==> src/rtl/xor_descr_pkg.sv <==
// Shared types, LFSR constants and the multi-step keystream helper for the
// nibble XOR descrambler (polynomial x^7+x^6+1).
package xor_descr_pkg;

   typedef enum logic {IDLE, RUN} state_e;

   localparam int            LFSR_W_DEF = 7;
   localparam int            TAP_HI     = LFSR_W_DEF - 1;
   localparam int            TAP_LO     = LFSR_W_DEF - 2;
   localparam logic [LFSR_W_DEF-1:0] SEED_DEF = 7'h7F;

   // Returns {state after n steps, key}; key is right-aligned so k0 lands in bit n-1.
   function automatic logic [2*LFSR_W_DEF-1:0] lfsr_step_n(input logic [LFSR_W_DEF-1:0] s,
                                                          input int n);
      logic [LFSR_W_DEF-1:0] st;
      logic [LFSR_W_DEF-1:0] key;
      logic                  f;
      st  = s;
      key = '0;
      for (int i = 0; i < LFSR_W_DEF; i++) begin
         if (i < n) begin
            f   = st[TAP_HI] ^ st[TAP_LO];
            st  = {st[LFSR_W_DEF-2:0], f};
            key = {key[LFSR_W_DEF-2:0], f};
         end
      end
      return {st, key};
   endfunction

endpackage

==> src/rtl/xor_lfsr_ks.sv <==
// LFSR state register plus the DATA_W-step key generator; a zero seed is
// replaced by SEED so the register can never lock up.
module xor_lfsr_ks
   import xor_descr_pkg::*;
#(
   parameter int                 DATA_W = 4,
   parameter int                 LFSR_W = LFSR_W_DEF,
   parameter logic [LFSR_W-1:0]  SEED   = SEED_DEF
) (
   input  logic              clk,
   input  logic              rst_n,
   input  logic              load_i,
   input  logic [LFSR_W-1:0] seed_i,
   input  logic              adv_i,
   output logic [DATA_W-1:0] key_o
);

   logic [LFSR_W-1:0]   lfsr_q, lfsr_d;
   logic [2*LFSR_W-1:0] step;

   assign step  = lfsr_step_n(lfsr_q, DATA_W);
   assign key_o = step[DATA_W-1:0];

   always_comb begin
      lfsr_d = lfsr_q;
      if (load_i)     lfsr_d = (seed_i == '0) ? SEED : seed_i;
      else if (adv_i) lfsr_d = step[2*LFSR_W-1:LFSR_W];
   end

   always_ff @(posedge clk or negedge rst_n) begin
      if (!rst_n) lfsr_q <= SEED;
      else        lfsr_q <= lfsr_d;
   end

endmodule

==> src/rtl/xor_descrambler.sv <==
// Nibble XOR descrambler: FSM, valid/ready handshake and registered output.
// Optional XOR_DESCR_BYPASS_EN adds a bypass port that passes data through unkeyed.
module xor_descrambler
   import xor_descr_pkg::*;
#(
   parameter int                 DATA_W = 4,
   parameter int                 LFSR_W = LFSR_W_DEF,
   parameter logic [LFSR_W-1:0]  SEED   = SEED_DEF
) (
   input  logic              clk,
   input  logic              rst_n,
   input  logic              seed_load,
   input  logic [LFSR_W-1:0] seed,
`ifdef XOR_DESCR_BYPASS_EN
   input  logic              bypass,
`endif
   input  logic              in_valid,
   output logic              in_ready,
   input  logic [DATA_W-1:0] in_data,
   output logic              out_valid,
   input  logic              out_ready,
   output logic [DATA_W-1:0] out_data,
   output logic              busy
);

   state_e            state_q, state_d;
   logic              out_valid_q, out_valid_d;
   logic [DATA_W-1:0] out_data_q, out_data_d;
   logic [DATA_W-1:0] key, key_eff;
   logic              accept, adv;

   assign busy     = (state_q == RUN);
   assign in_ready = busy && !seed_load && (!out_valid_q || out_ready);
   assign accept   = in_valid && in_ready;

`ifdef XOR_DESCR_BYPASS_EN
   assign key_eff = bypass ? '0 : key;
   assign adv     = accept && !bypass;
`else
   assign key_eff = key;
   assign adv     = accept;
`endif

   xor_lfsr_ks #(.DATA_W(DATA_W), .LFSR_W(LFSR_W), .SEED(SEED)) u_ks (
      .clk    (clk),
      .rst_n  (rst_n),
      .load_i (seed_load),
      .seed_i (seed),
      .adv_i  (adv),
      .key_o  (key)
   );

   always_comb begin
      state_d = state_q;
      if (seed_load) state_d = RUN;
   end

   // A seed load discards whatever is pending; otherwise a new accept wins over a drain.
   always_comb begin
      out_valid_d = out_valid_q;
      out_data_d  = out_data_q;
      if (seed_load) begin
         out_valid_d = 1'b0;
      end else if (accept) begin
         out_valid_d = 1'b1;
         out_data_d  = in_data ^ key_eff;
      end else if (out_ready) begin
         out_valid_d = 1'b0;
      end
   end

   always_ff @(posedge clk or negedge rst_n) begin
      if (!rst_n) begin
         state_q     <= IDLE;
         out_valid_q <= 1'b0;
         out_data_q  <= '0;
      end else begin
         state_q     <= state_d;
         out_valid_q <= out_valid_d;
         out_data_q  <= out_data_d;
      end
   end

   assign out_valid = out_valid_q;
   assign out_data  = out_data_q;

endmodule

==> config.mk <==
export PLATFORM = sky130hd
export DESIGN_NAME = xor_descrambler
export DESIGN_NICKNAME = d
export VERILOG_FILES = /design/src/rtl/xor_descr_pkg.sv /design/src/rtl/xor_lfsr_ks.sv /design/src/rtl/xor_descrambler.sv
export SDC_FILE = /design/constraint.sdc
export NUM_CORES = 1
export LEC_CHECK = 0
export ABC_AREA = 1
export BUFFER_PORTS_ARGS = -buffer_cell sky130_fd_sc_hd__clkbuf_2
export CORE_MARGIN = 8
export CORE_UTILIZATION = 44
export DETAILED_ROUTE_END_ITERATION = 8
export GPL_TIMING_DRIVEN = 0
export PLACE_DENSITY = 0.72
export SETUP_SLACK_MARGIN = 0.4
export SYNTH_ARGS = -nofsm -noshare
export SYNTH_HDL_FRONTEND = slang
export SYNTH_SLANG_ARGS = --single-unit
==> constraint.sdc <==
create_clock -name clk -period 1 [get_ports clk]
set_input_delay 0.05 -clock clk [delete_from_list [all_inputs] [get_ports clk]]
set_output_delay 0.05 -clock clk [all_outputs]
set_load 0.02 [all_outputs]
==> impl_summary.txt, run 1 <==
----------------------------------------------------
[Status]
  Outcome ... finished with violations
  Failing checks ... negative setup slack

[Pwr]
  Seq pwr share ... 41.6%
  Net switching fraction of the power ... 35.4%
  Leakage power total ... 0.621 nW
  Total Power ... 0.00174 W
  Switching power ... 0.000618 W
  Fraction of power consumed by combinational cells ... 38.9%
  Power per standard cell area ... 1460 mW/mm²
  Clock share of power ... 19.5%
  Worst vdd ir ... 1.01 mV
  Internal power contribution ... 0.00113 W

[Cells and area]
  Final core utilization ... 70.0%
  Count of placed standard cells in the final layout, fillers left out ... 163
  Number of antenna diodes ... 0
  Number of nets in the layout ... 155
  Leading cell type in the layout, fill and taps excluded ... sky130_fd_sc_hd__nand2_1
  Highest-count cells in the layout ignoring fill and taps ... sky130_fd_sc_hd__nand2_1 (30), sky130_fd_sc_hd__clkbuf_2 (15), sky130_fd_sc_hd__inv_1 (9)
  Layout cells sized above 1 ... 52.2%
  Area added between synthesis and finish ... 51.1%

[Logic synthesis]
  Netlist area before placement ... 791 µm²
  Library cell occupying the most area in the post-synthesis netlist ... sky130_fd_sc_hd__dfstp_2
  Post-Synthesis Cells ... 105
  Count of distinct cell types in the synthesized netlist ... 17
  Avg Inst Size Synth ... 7.53 µm²
  Area share of the largest cell type after synthesis ... 23.3%
  Synth warn ... 0
  Flip-flop and latch count after synthesis ... 13
  Sequential share of the synthesized area ... 42.2%
  Synth area leaders ... sky130_fd_sc_hd__dfstp_2 (23%), sky130_fd_sc_hd__dfrtp_1 (19%), sky130_fd_sc_hd__nand2_1 (17%)
  Post-Synthesis Net Count ... 121

[CTS]
  Reg clk slew, reported paths ... 0.09 ns
  Num CTS Buffers ... 3
  Clock tree from TritonCTS ... yes
  Latest clock arrival within the worst-skew pair ... 0.28 ns
  Maximum level of the CTS H-tree ... 1
  Buffers from clock root to sink, at most ... 2
  Root Driver ... sky130_fd_sc_hd__clkbuf_4
  CTS Sinks ... 13

[Route]
  Routed vias/inst ... 4.94
  Remaining antenna violation count after routing ... 0
  Average routed wire per standard cell ... 13.6 µm
  Final wirelength ... 2210 µm
  Number of violations reported at the end of detailed-routing iteration 0 ... 23
  Total via count in the routed design ... 806
  Router iterations before antenna repair ... 4
  Post-detailed-route DRC marker count ... 0

[STA]
  Max Clk Rate ... 899 MHz
  Tcrit/Tclk final ... 111%
  RSZ-0062 raised after global routing ... true
  Final Hold Slack ... 0.0198 ns
  Slew headroom ... 77.5%
  Final clock skew ... 0.00676 ns
  Count of final max-slew check failures ... 0
  Final hold vios ... 0
  Worst-case setup margin in the final layout ... -0.113 ns
  Period minus WS final ... 1.11 ns
  Worst-margin pin slew ... 0.337 ns
  Final setup viols ... 13

[Global route]
  Total grt overflow ... 0
  Wire length of the first global-routing pass ... 3580 µm
  Pin count of the biggest net entering global routing ... 14
  Antenna violations before repair ... 0
  Via count of the first global-routing pass ... 791
  Overall Global Routing Usage ... 13.5%

[Run]
  Count of maximum capacitance violations ... 0

[Hold path]
  Min-Delay Startpoint ... seed[1]
  Classification of the worst-slack hold path ... primary input to register
  Hold Path Stages ... 3
  Hold EP ... u_ks.lfsr_q[1]$_DFFE_PN1P_

[Setup path]
  Slack of the worst reg-to-reg path ... -0.10 ns
  Required time at the worst-slack endpoint ... 0.95 ns
  Critical Path, Cell by Cell ... inv_2, nor2_2, nor2_4, buf_8
  Worst reg2reg endpoint ... u_ks.lfsr_q[1]$_DFFE_PN1P_
  Family with the most delay on the worst path ... flip-flops
  Number of buffer and inverter instances along the worst setup path ... 2
  CP peak stage delay ... 0.43 ns
  Data arrival at the endpoint of the critical path ... 1.06 ns
  Endpoint type of the worst setup path ... primary output
  CP Max Fanout ... 3
  Critical-path top delay cell ... sky130_fd_sc_hd__dfrtp_2
  CP Class ... register to primary output
  Startpoint of the lowest-slack register-to-register path ... u_ks.lfsr_q[4]$_DFFE_PN1P_
  Startpoint type of the worst setup path ... register
  Worst r2r path cells ... 4

[Placed design]
  DPL Wire Length ... 1420 µm
  Routability-driven placement congestion ratio ... 0.850
  Port bufs ... 22
  Worst Setup Slack post-DPL ... -0.134 ns
  Placed Instances ... 152

[Floorplan]
  Core Footprint ... 0.00171 mm²
  Die width ... 58.4 µm
  IO Pins ... 23
  Die outline area ... 0.00341 mm²
  Row count ... 15
  Floorplan die height ... 58.4 µm
  Starting utilization of the core area ... 46.3%

----------------------------------------------------
## logic make-up (layout without fill, tap and decap cells)
family	after synthesis	in the layout	share of synthesized area, %
XOR/XNOR	4	4	4.43
AO/OA/AOI/OAI	11	11	7.44
flip-flops	13	13	42.2
buffers and inverters	18	51	10.4
AND/OR/NAND/NOR	59	59	35.4
## cell type report
| cell class | count | area [µm²] |
|---|---|---|
| Multi-Input combinational cell | 74 | 469 |
| Timing Repair Buffer | 29 | 246 |
| Tap cell | 25 | 31.3 |
| Clock buffer | 4 | 26.3 |
| Inverter | 16 | 65.1 |
| Buffer | 2 | 20.0 |
| Fill cell | 138 | 513 |
| Sequential cell | 13 | 337 |
## layer usage
| layer | track usage [%] | wire length (µm) |
|---|---|---|
| met2 | 24.1 | 1160 |
| met1 | 15.2 | 914 |
| met5 | 0 | 0 |
| met4 | 5.24 | 48 |
| met3 | 2.83 | 86 |
## per-stage QoR
step / instance area, µm² / setup TNS [ns]
after floorplan: 806 / -0.0735
after global placement: 947 / -0.343
after detailed placement: 947 / -0.469
after CTS: 1110 / -0.624
after global routing: 1190 / -1.49
final: 1190 / -0.804
## flip-flops by register name, indices dropped and copies added (netlist names)
signal       count
u_ks.lfsr_q      7
out_data         4
busy             1
out_valid        1
## worst min-delay path: stages
cell                       delay, ns
sky130_fd_sc_hd__clkbuf_2       0.09
sky130_fd_sc_hd__o21ai_0        0.08
sky130_fd_sc_hd__nand2_1        0.07
## synthesized netlist by cell type
cell / number
sky130_fd_sc_hd__xnor2_1: 4
sky130_fd_sc_hd__nand2_4: 1
sky130_fd_sc_hd__nor2_1: 7
sky130_fd_sc_hd__dfstp_2: 7
sky130_fd_sc_hd__nand4_1: 3
sky130_fd_sc_hd__buf_8: 1
sky130_fd_sc_hd__inv_2: 1
sky130_fd_sc_hd__nand3_2: 3
sky130_fd_sc_hd__inv_1: 14
sky130_fd_sc_hd__inv_4: 1
sky130_fd_sc_hd__dfrtp_1: 6
sky130_fd_sc_hd__o21ai_2: 1
sky130_fd_sc_hd__nand3_4: 1
sky130_fd_sc_hd__nand3_1: 9
sky130_fd_sc_hd__buf_2: 1
sky130_fd_sc_hd__o21ai_0: 10
sky130_fd_sc_hd__nand2_1: 35
## worst max-delay path by stage
stage,startpoint,end,cells past startpoint
after floorplan,busy$_DFFE_PN0P_,u_ks.lfsr_q[2]$_DFFE_PN1P_,6
after global placement,u_ks.lfsr_q[4]$_DFFE_PN1P_,u_ks.lfsr_q[1]$_DFFE_PN1P_,4
after detailed placement,u_ks.lfsr_q[4]$_DFFE_PN1P_,u_ks.lfsr_q[1]$_DFFE_PN1P_,4
after CTS,u_ks.lfsr_q[4]$_DFFE_PN1P_,u_ks.lfsr_q[2]$_DFFE_PN1P_,4
after global routing,u_ks.lfsr_q[3]$_DFFE_PN1P_,out_data[0]$_DFFE_PN0P_,4
final,out_valid$_DFFE_PN0P_,in_ready,4
## timing repair
item / CTS / global route
hold buffers: 1 / 0
hold endpoints to repair: 13 / 0
cloned: 1 / 0
pin swaps: 7 / 9
buffers inserted: 4 / 1
setup endpoints to repair: 20 / 20
resized for setup: 19 / 25
## power by group through the flow
stage | Clock (W) | Sequential [W] | Combinational [W]
after floorplan | 0 | 0.000768 | 0.000246
after global placement | 0 | 0.000708 | 0.000454
after detailed placement | 0 | 0.000712 | 0.000462
after CTS | 0.000338 | 0.000717 | 0.000592
after global routing | 0.000354 | 0.000736 | 0.000749
final | 0.000340 | 0.000726 | 0.000679
Power figures use the tool's default switching activity.
==> inputs of run 2 (changes only) <==
- clock period: 1 -> 0.9 ns (I/O delays scaled with it)
==> run 2 against run 1 <==
  * The flow finishes with violations (negative hold slack, negative setup slack)
  * Critical path depth increased by 2
  * Power increased by 11%
  * Clock-buffer cell count unchanged
  * Clock skew decreased by 0.0036 ns
  * Global-route usage decreased by 0.19 points
  * Sequential cell count unchanged
  * Design area decreased by 0.21%
  * Hold slack got worse by 0.37 ns
  * Largest cell class unchanged
==> impl_summary.txt, run 2 (same netlist as run 1, synthesis figures left out) <==
----------------------------------------------------
[Status]
  Outcome ... finished with violations
  Failing checks ... negative hold slack, negative setup slack

[Route]
  Routed length on met1 ... 891 µm (-2.5%)
  Routed vias/inst ... 4.99 (+0.87%)
  Total via count in the routed design ... 808 (+0.25%)
  Length of routed met3 wiring ... 98 µm (+14%)
  Routed met2 length ... 1170 µm (+0.78%)
  Number of violations reported at the end of detailed-routing iteration 0 ... 19 (-17%)
  Average routed wire per standard cell ... 13.5 µm (-0.43%)
  Highest Signal Layer ... met4
  Final wirelength ... 2190 µm (-1.0%)
  Remaining antenna violation count after routing ... 0 (unchanged)
  Post-detailed-route DRC marker count ... 0 (unchanged)
  Router iterations before antenna repair ... 6 (+2)

[Setup path]
  Family with the most delay on the worst path ... flip-flops
  Required time at the worst-slack endpoint ... 1.06 ns (+0.11 ns)
  Worst setup endpoint ... out_data[1]$_DFFE_PN0P_
  Startpoint type of the worst setup path ... register
  CP Max Fanout ... 5 (+2)
  Critical Path, Cell by Cell ... nand2_4, inv_2, nand3_4, inv_2, nand3_1, nand2_1
  Worst r2r path cells ... 6 (+2)
  Startpoint of the lowest-slack register-to-register path ... busy$_DFFE_PN0P_
  Crit. path cell count ... 6 (+2)
  Data arrival at the endpoint of the critical path ... 1.28 ns (+0.22 ns)
  Critical-path top delay cell ... sky130_fd_sc_hd__dfrtp_2
  Worst reg2reg endpoint ... out_data[1]$_DFFE_PN0P_
  Origin of the worst setup path ... busy$_DFFE_PN0P_
  Number of buffer and inverter instances along the worst setup path ... 2 (unchanged)
  CP Class ... register to register
  Slack of the worst reg-to-reg path ... -0.21 ns (-0.11 ns)
  CP peak stage delay ... 0.43 ns (about the same)
  Endpoint type of the worst setup path ... register
  Cell seen most often among critical-path stages ... sky130_fd_sc_hd__inv_2

[Cells and area]
  Highest-count cells in the layout ignoring fill and taps ... sky130_fd_sc_hd__nand2_1 (29), sky130_fd_sc_hd__clkbuf_2 (15), sky130_fd_sc_hd__inv_1 (9)
  Leading cell type in the layout, fill and taps excluded ... sky130_fd_sc_hd__nand2_1
  Final core utilization ... 69.8% (-0.15 points)
  Final non-filler cell area ... 0.00119 mm² (-0.21%)
  Count of placed standard cells in the final layout, fillers left out ... 162 (-0.61%)
  Fill cell instance count of the final layout ... 138 (unchanged)
  Layout cells sized above 1 ... 54.0% (+1.8 points)
  Area added between synthesis and finish ... 50.8%
  Number of nets in the layout ... 154 (-0.65%)
  Register with the most flip-flops ... u_ks.lfsr_q
  Flip-flop count of the largest register after layout ... 7 (unchanged)
  Number of antenna diodes ... 0 (unchanged)

[CTS]
  Maximum level of the CTS H-tree ... 1 (unchanged)
  Reg clk slew, reported paths ... 0.08 ns (about the same)
  Buffers from clock root to sink, at most ... 2 (unchanged)
  Root Driver ... sky130_fd_sc_hd__clkbuf_4
  Num CTS Buffers ... 3 (unchanged)
  Latest clock arrival within the worst-skew pair ... 0.28 ns (about the same)
  CTS Sinks ... 13 (unchanged)
  Clock tree from TritonCTS ... yes

[STA]
  Worst-margin pin slew ... 0.346 ns (+0.00804 ns)
  Final clock skew ... 0.00311 ns (-0.00365 ns)
  Final setup viols ... 15 (+2)
  Final hold vios ... 13 (+13)
  Period minus WS final ... 1.11 ns
  Worst-case setup margin in the final layout ... -0.215 ns (-0.102 ns)
  Fin Setup TNS ... -2.28 ns (-1.47 ns)
  Final Hold Slack ... -0.346 ns (-0.366 ns)
  Max Clk Rate ... 897 MHz
  Count of final max-slew check failures ... 0 (unchanged)
  Tcrit/Tclk final ... 124%
  RSZ-0062 raised after global routing ... true
  Slew headroom ... 77.0% (-0.54 points)

[Floorplan]
  Core Footprint ... 0.00171 mm² (unchanged)
  Die width ... 58.4 µm (unchanged)
  Die outline area ... 0.00341 mm² (unchanged)
  IO Pins ... 23 (unchanged)
  Starting utilization of the core area ... 46.3% (unchanged)
  Row count ... 15 (unchanged)
  Floorplan die height ... 58.4 µm (unchanged)

[Global route]
  Overall Global Routing Usage ... 13.3% (-0.19 points)
  Total grt overflow ... 0 (unchanged)
  Antenna violations before repair ... 0 (unchanged)
  Wire length of the first global-routing pass ... 3520 µm (-1.7%)
  Pin count of the biggest net entering global routing ... 14 (unchanged)
  Via count of the first global-routing pass ... 795 (+0.51%)

[Placed design]
  Port bufs ... 22 (unchanged)
  Post-place instance area ... 947 µm² (unchanged)
  Worst Setup Slack post-DPL ... -0.234 ns (-0.100 ns)
  DPL Wire Length ... 1420 µm (unchanged)
  Routability-driven placement congestion ratio ... 0.850 (unchanged)
  Placed Instances ... 152 (unchanged)

[Pwr]
  Leakage power total ... 0.616 nW (-0.74%)
  Worst vdd ir ... 1.04 mV (+2.9%)
  Power per standard cell area ... 1630 mW/mm² (+11%)

[Run]
  Count of maximum capacitance violations ... 0 (unchanged)

[Hold path]
  Classification of the worst-slack hold path ... primary input to async pin

----------------------------------------------------
[run 2: cell types whose count changed in the layout (fill, tap and decap cells not counted), sizes merged]
cell and delta:
buf +1, dlygate4sd3 -1, clkbuf -1
[run 2: cell type report]
type / count / area [µm²] / share of cell area [%]
plain buffers: 2 / 20.0 / 1.68
clock buffers: 4 / 26.3 / 2.20
inverters: 16 / 62.6 / 5.25
multi-input cells: 74 / 484 / 40.6
flip-flops and latches: 13 / 337 / 28.2
well taps: 25 / 31.3 / 2.62
repair buffers: 28 / 231 / 19.4
[run 2: how the worst min path moves through the flow]
stage / startpoint / end / slack (ns) / cells past startpoint
3_3_place_gp: rst_n / out_data[0]$_DFFE_PN0P_ / -0.04 / 1
2_1_floorplan: rst_n / busy$_DFFE_PN0P_ / -0.25 / 0
5_1_grt: rst_n / busy$_DFFE_PN0P_ / -0.34 / 1
3_5_place_dp: rst_n / out_data[0]$_DFFE_PN0P_ / -0.03 / 1
4_1_cts: rst_n / out_data[0]$_DFFE_PN0P_ / -0.34 / 1
6_report: rst_n / out_valid$_DFFE_PN0P_ / -0.35 / 1
[run 2: power by group]
group	internal, W	switching [W]	leakage (nW)
Sequential	0.000714	0.0000966	0.145
Clock	0.000172	0.000199	0.0150
Combinational	0.000361	0.000396	0.457
Total	0.00125	0.000691	0.616
[run 2: timing repair]
| item | CTS | global route |
|---|---|---|
| endpoints found under the hold margin | 13 | 13 |
| endpoints found under the setup margin | 20 | 20 |
| gates resized for setup | 13 | 33 |
| pin swaps | 3 | 10 |
| cloned | 1 | 0 |
| setup buffers | 4 | 1 |
[run 2: stage by stage]
| stage | hold WS, ns | power (W) |
|---|---|---|
| after floorplan | -0.251 | 0.00113 |
| after global placement | -0.0428 | 0.00129 |
| after detailed placement | -0.0326 | 0.00131 |
| after CTS | -0.336 | 0.00180 |
| after global routing | -0.336 | 0.00206 |
| final | -0.346 | 0.00194 |
[run 2: routing by layer]
metal	vias up	global-route usage, %
met5	-	0
met4	0	5.94
met3	5	3.70
met2	25	23.1
met1	380	14.7
li1	398	-
[run 2: worst register-to-register path: stages, from the launching register on]
cell and delay, ns:
sky130_fd_sc_hd__dfrtp_2 0.43, sky130_fd_sc_hd__nand2_4 0.09, sky130_fd_sc_hd__inv_2 0.05, sky130_fd_sc_hd__nand3_4 0.15, sky130_fd_sc_hd__inv_2 0.10, sky130_fd_sc_hd__nand3_1 0.10
sky130_fd_sc_hd__nand2_1 0.08
==> inputs of run 3 (changes only) <==
- SETUP_SLACK_MARGIN: 0.4 -> not set
==> run 3 against run 2 <==
  * The flow finishes with violations (negative setup slack)
  * Sequential share of layout area fell by 0.15 points
  * Via count is 2.7% lower
  * Global-route usage down 0.78 points
  * Hold slack improved by 0.38 ns
  * Fmax up 0.71%
  * Clock power shrank 3%
  * Power fell by 3.7%
  * Highest routed layer unchanged
==> impl_summary.txt, run 3 (same netlist as run 1, synthesis figures left out) <==
----------------------------------------------------
[Route]
  Average routed wire per standard cell ... 12.8 µm (-5.3%)
  Router iterations before antenna repair ... 4 (-2)
  Number of violations reported at the end of detailed-routing iteration 0 ... 17 (-2)
  Total via count in the routed design ... 786 (-2.7%)
  Final wirelength ... 2100 µm (-4.1%)
  Post-detailed-route DRC marker count ... 0 (unchanged)
  Remaining antenna violation count after routing ... 0 (unchanged)
  Routed vias/inst ... 4.79 (-3.9%)

[Placed design]
  Port bufs ... 22 (unchanged)
  Routability-driven placement congestion ratio ... 0.795 (-6.5%)
  DPL Wire Length ... 1420 µm (+0.58%)

[CTS]
  Maximum level of the CTS H-tree ... 1 (unchanged)
  Buffers from clock root to sink, at most ... 2 (unchanged)
  Num CTS Buffers ... 3 (unchanged)
  Reg clk slew, reported paths ... 0.08 ns (about the same)
  CTS Sinks ... 13 (unchanged)
  Latest clock arrival within the worst-skew pair ... 0.28 ns (about the same)
  Root Driver ... sky130_fd_sc_hd__clkbuf_4
  Clock tree from TritonCTS ... yes

[Floorplan]
  Starting utilization of the core area ... 46.3% (unchanged)
  Core Footprint ... 0.00171 mm² (unchanged)
  Row count ... 15 (unchanged)
  Floorplan die height ... 58.4 µm (unchanged)
  IO Pins ... 23 (unchanged)
  Die width ... 58.4 µm (unchanged)
  Die outline area ... 0.00341 mm² (unchanged)

[Hold path]
  Hold Path Stages ... 4
  Classification of the worst-slack hold path ... primary input to register

[Setup path]
  Critical-path top delay cell ... sky130_fd_sc_hd__dfrtp_2
  Worst r2r path cells ... 7 (+1)
  CP Class ... register to primary output
  Required time at the worst-slack endpoint ... 0.85 ns (-0.21 ns)
  Number of buffer and inverter instances along the worst setup path ... 2 (unchanged)
  Startpoint type of the worst setup path ... register
  CP Max Fanout ... 3 (-2)
  CP peak stage delay ... 0.44 ns (about the same)
  Critical Path, Cell by Cell ... inv_2, nor2_2, nor2_4, buf_8
  Data arrival at the endpoint of the critical path ... 1.06 ns (-0.22 ns)
  Crit. path cell count ... 4 (-2)
  Endpoint type of the worst setup path ... primary output
  Family with the most delay on the worst path ... flip-flops

[Cells and area]
  Number of antenna diodes ... 0 (unchanged)
  Flip-flop count of the largest register after layout ... 7 (unchanged)
  Total area of multi-input combinational cells ... 488 µm² (+0.78%)
  Storage element area ... 337 µm² (unchanged)
  Leading cell type in the layout, fill and taps excluded ... sky130_fd_sc_hd__nand2_1
  Highest-count cells in the layout ignoring fill and taps ... sky130_fd_sc_hd__nand2_1 (28), sky130_fd_sc_hd__clkbuf_2 (19), sky130_fd_sc_hd__inv_1 (8)
  Fill cell instance count of the final layout ... 134 (-2.9%)
  Area added between synthesis and finish ... 51.6%
  Layout cells sized above 1 ... 55.4% (+1.4 points)
  Register with the most flip-flops ... u_ks.lfsr_q
  Number of nets in the layout ... 156 (+1.3%)

[STA]
  Final clock skew ... 0.00517 ns (+0.00206 ns)
  Count of final max-slew check failures ... 0 (unchanged)
  Worst-margin pin slew ... 0.324 ns (-0.0211 ns)
  Max Clk Rate ... 903 MHz (+0.71%)
  Slew headroom ... 78.4% (+1.4 points)
  Fin Setup TNS ... -2.20 ns (+0.0758 ns)
  RSZ-0062 raised after global routing ... true
  Period minus WS final ... 1.11 ns (-0.00790 ns)
  Final Hold Slack ... 0.0312 ns (+0.378 ns)
  Final hold vios ... 0 (-13)
  Tcrit/Tclk final ... 123% (-0.88 points)
  Final setup viols ... 15 (unchanged)
  Worst-case setup margin in the final layout ... -0.207 ns (+0.00790 ns)

[Global route]
  Via count of the first global-routing pass ... 769 (-3.3%)
  Pin count of the biggest net entering global routing ... 14 (unchanged)
  Total grt overflow ... 0 (unchanged)
  Antenna violations before repair ... 0 (unchanged)
  Overall Global Routing Usage ... 12.6% (-0.78 points)
  Wire length of the first global-routing pass ... 3280 µm (-6.7%)

[Pwr]
  Worst vdd ir ... 1.31 mV (+26%)
  Leakage power total ... 0.628 nW (+2.0%)
  Power per standard cell area ... 1560 mW/mm² (-4.2%)

[Status]
  Outcome ... finished with violations
  Failing checks ... negative setup slack

[Run]
  Count of maximum capacitance violations ... 0 (unchanged)

----------------------------------------------------
==> run 3: cell count changes in the layout (fill, tap and decap cells not counted), sizes merged <==
cell and delta:
clkbuf +1, dlygate4sd3 +1
==> run 3: through the flow <==
stage | utilization [%] | std cells | cell area, µm² | worst slack, ns | total power (W)
after global routing | 70.2 | 164 | 1200 | -0.247 | 0.00198
after floorplan | - | 105 | 803 | -0.123 | 0.00113
final | 70.2 | 164 | 1200 | -0.207 | 0.00187
after CTS | 66.6 | 163 | 1140 | -0.210 | 0.00180
after global placement | 55.3 | 152 | 945 | -0.181 | 0.00129
after detailed placement | 55.3 | 152 | 945 | -0.181 | 0.00130
==> run 3: repair_timing <==
action,in CTS,in global routing
resized for setup,26,17
hold buffers,1,0
cloned,1,0
setup buffers,5,1
endpoints found under the setup margin,15,15
hold endpoints to repair,13,0
pin swaps,14,9
==> run 3: final cells by class <==
type / instances / share of cell area, %
multi-input combinational: 74 / 40.7
sequential: 13 / 28.1
timing repair buffer: 30 / 19.5
inverter: 16 / 5.22
tap: 25 / 2.61
clock buffer: 4 / 2.19
buffer: 2 / 1.67
==> run 3: report_power, final <==
group          switching [W]  internal [W]
Clock               0.000187      0.000172
Combinational       0.000377      0.000320
Sequential         0.0000963      0.000714
==> run 3: worst paths after layout <==
kind	slack, ns	endpoint	from
hold / removal	0.03	out_data[2]$_DFFE_PN0P_	in_data[2]
hold reg to reg	0.48	out_data[3]$_DFFE_PN0P_	out_data[3]$_DFFE_PN0P_
max in group asynchronous	0.41	u_ks.lfsr_q[3]$_DFFE_PN1P_	rst_n
min in group asynchronous	0.19	out_data[3]$_DFFE_PN0P_	rst_n
setup reg to reg	-0.19	u_ks.lfsr_q[1]$_DFFE_PN1P_	busy$_DFFE_PN0P_
setup / recovery	-0.21	in_ready	out_valid$_DFFE_PN0P_
==> run 3: per-layer routing <==
metal	track usage, %	vias to the layer above	part of all wire, %
met5	0	-	0
met4	3.15	0	0.76
met3	5.00	2	4.0
met2	23.5	18	55
met1	12.5	362	41
li1	-	404	-
==> run 3: worst register-to-register path, cell delays in order (launching register included) <==
cell	delay, ns
sky130_fd_sc_hd__dfrtp_2	0.43
sky130_fd_sc_hd__nand2_4	0.09
sky130_fd_sc_hd__inv_2	0.05
sky130_fd_sc_hd__nand3_4	0.13
sky130_fd_sc_hd__buf_6	0.15
sky130_fd_sc_hd__nand2_1	0.05
sky130_fd_sc_hd__o21ai_1	0.06
sky130_fd_sc_hd__nand2_1	0.07
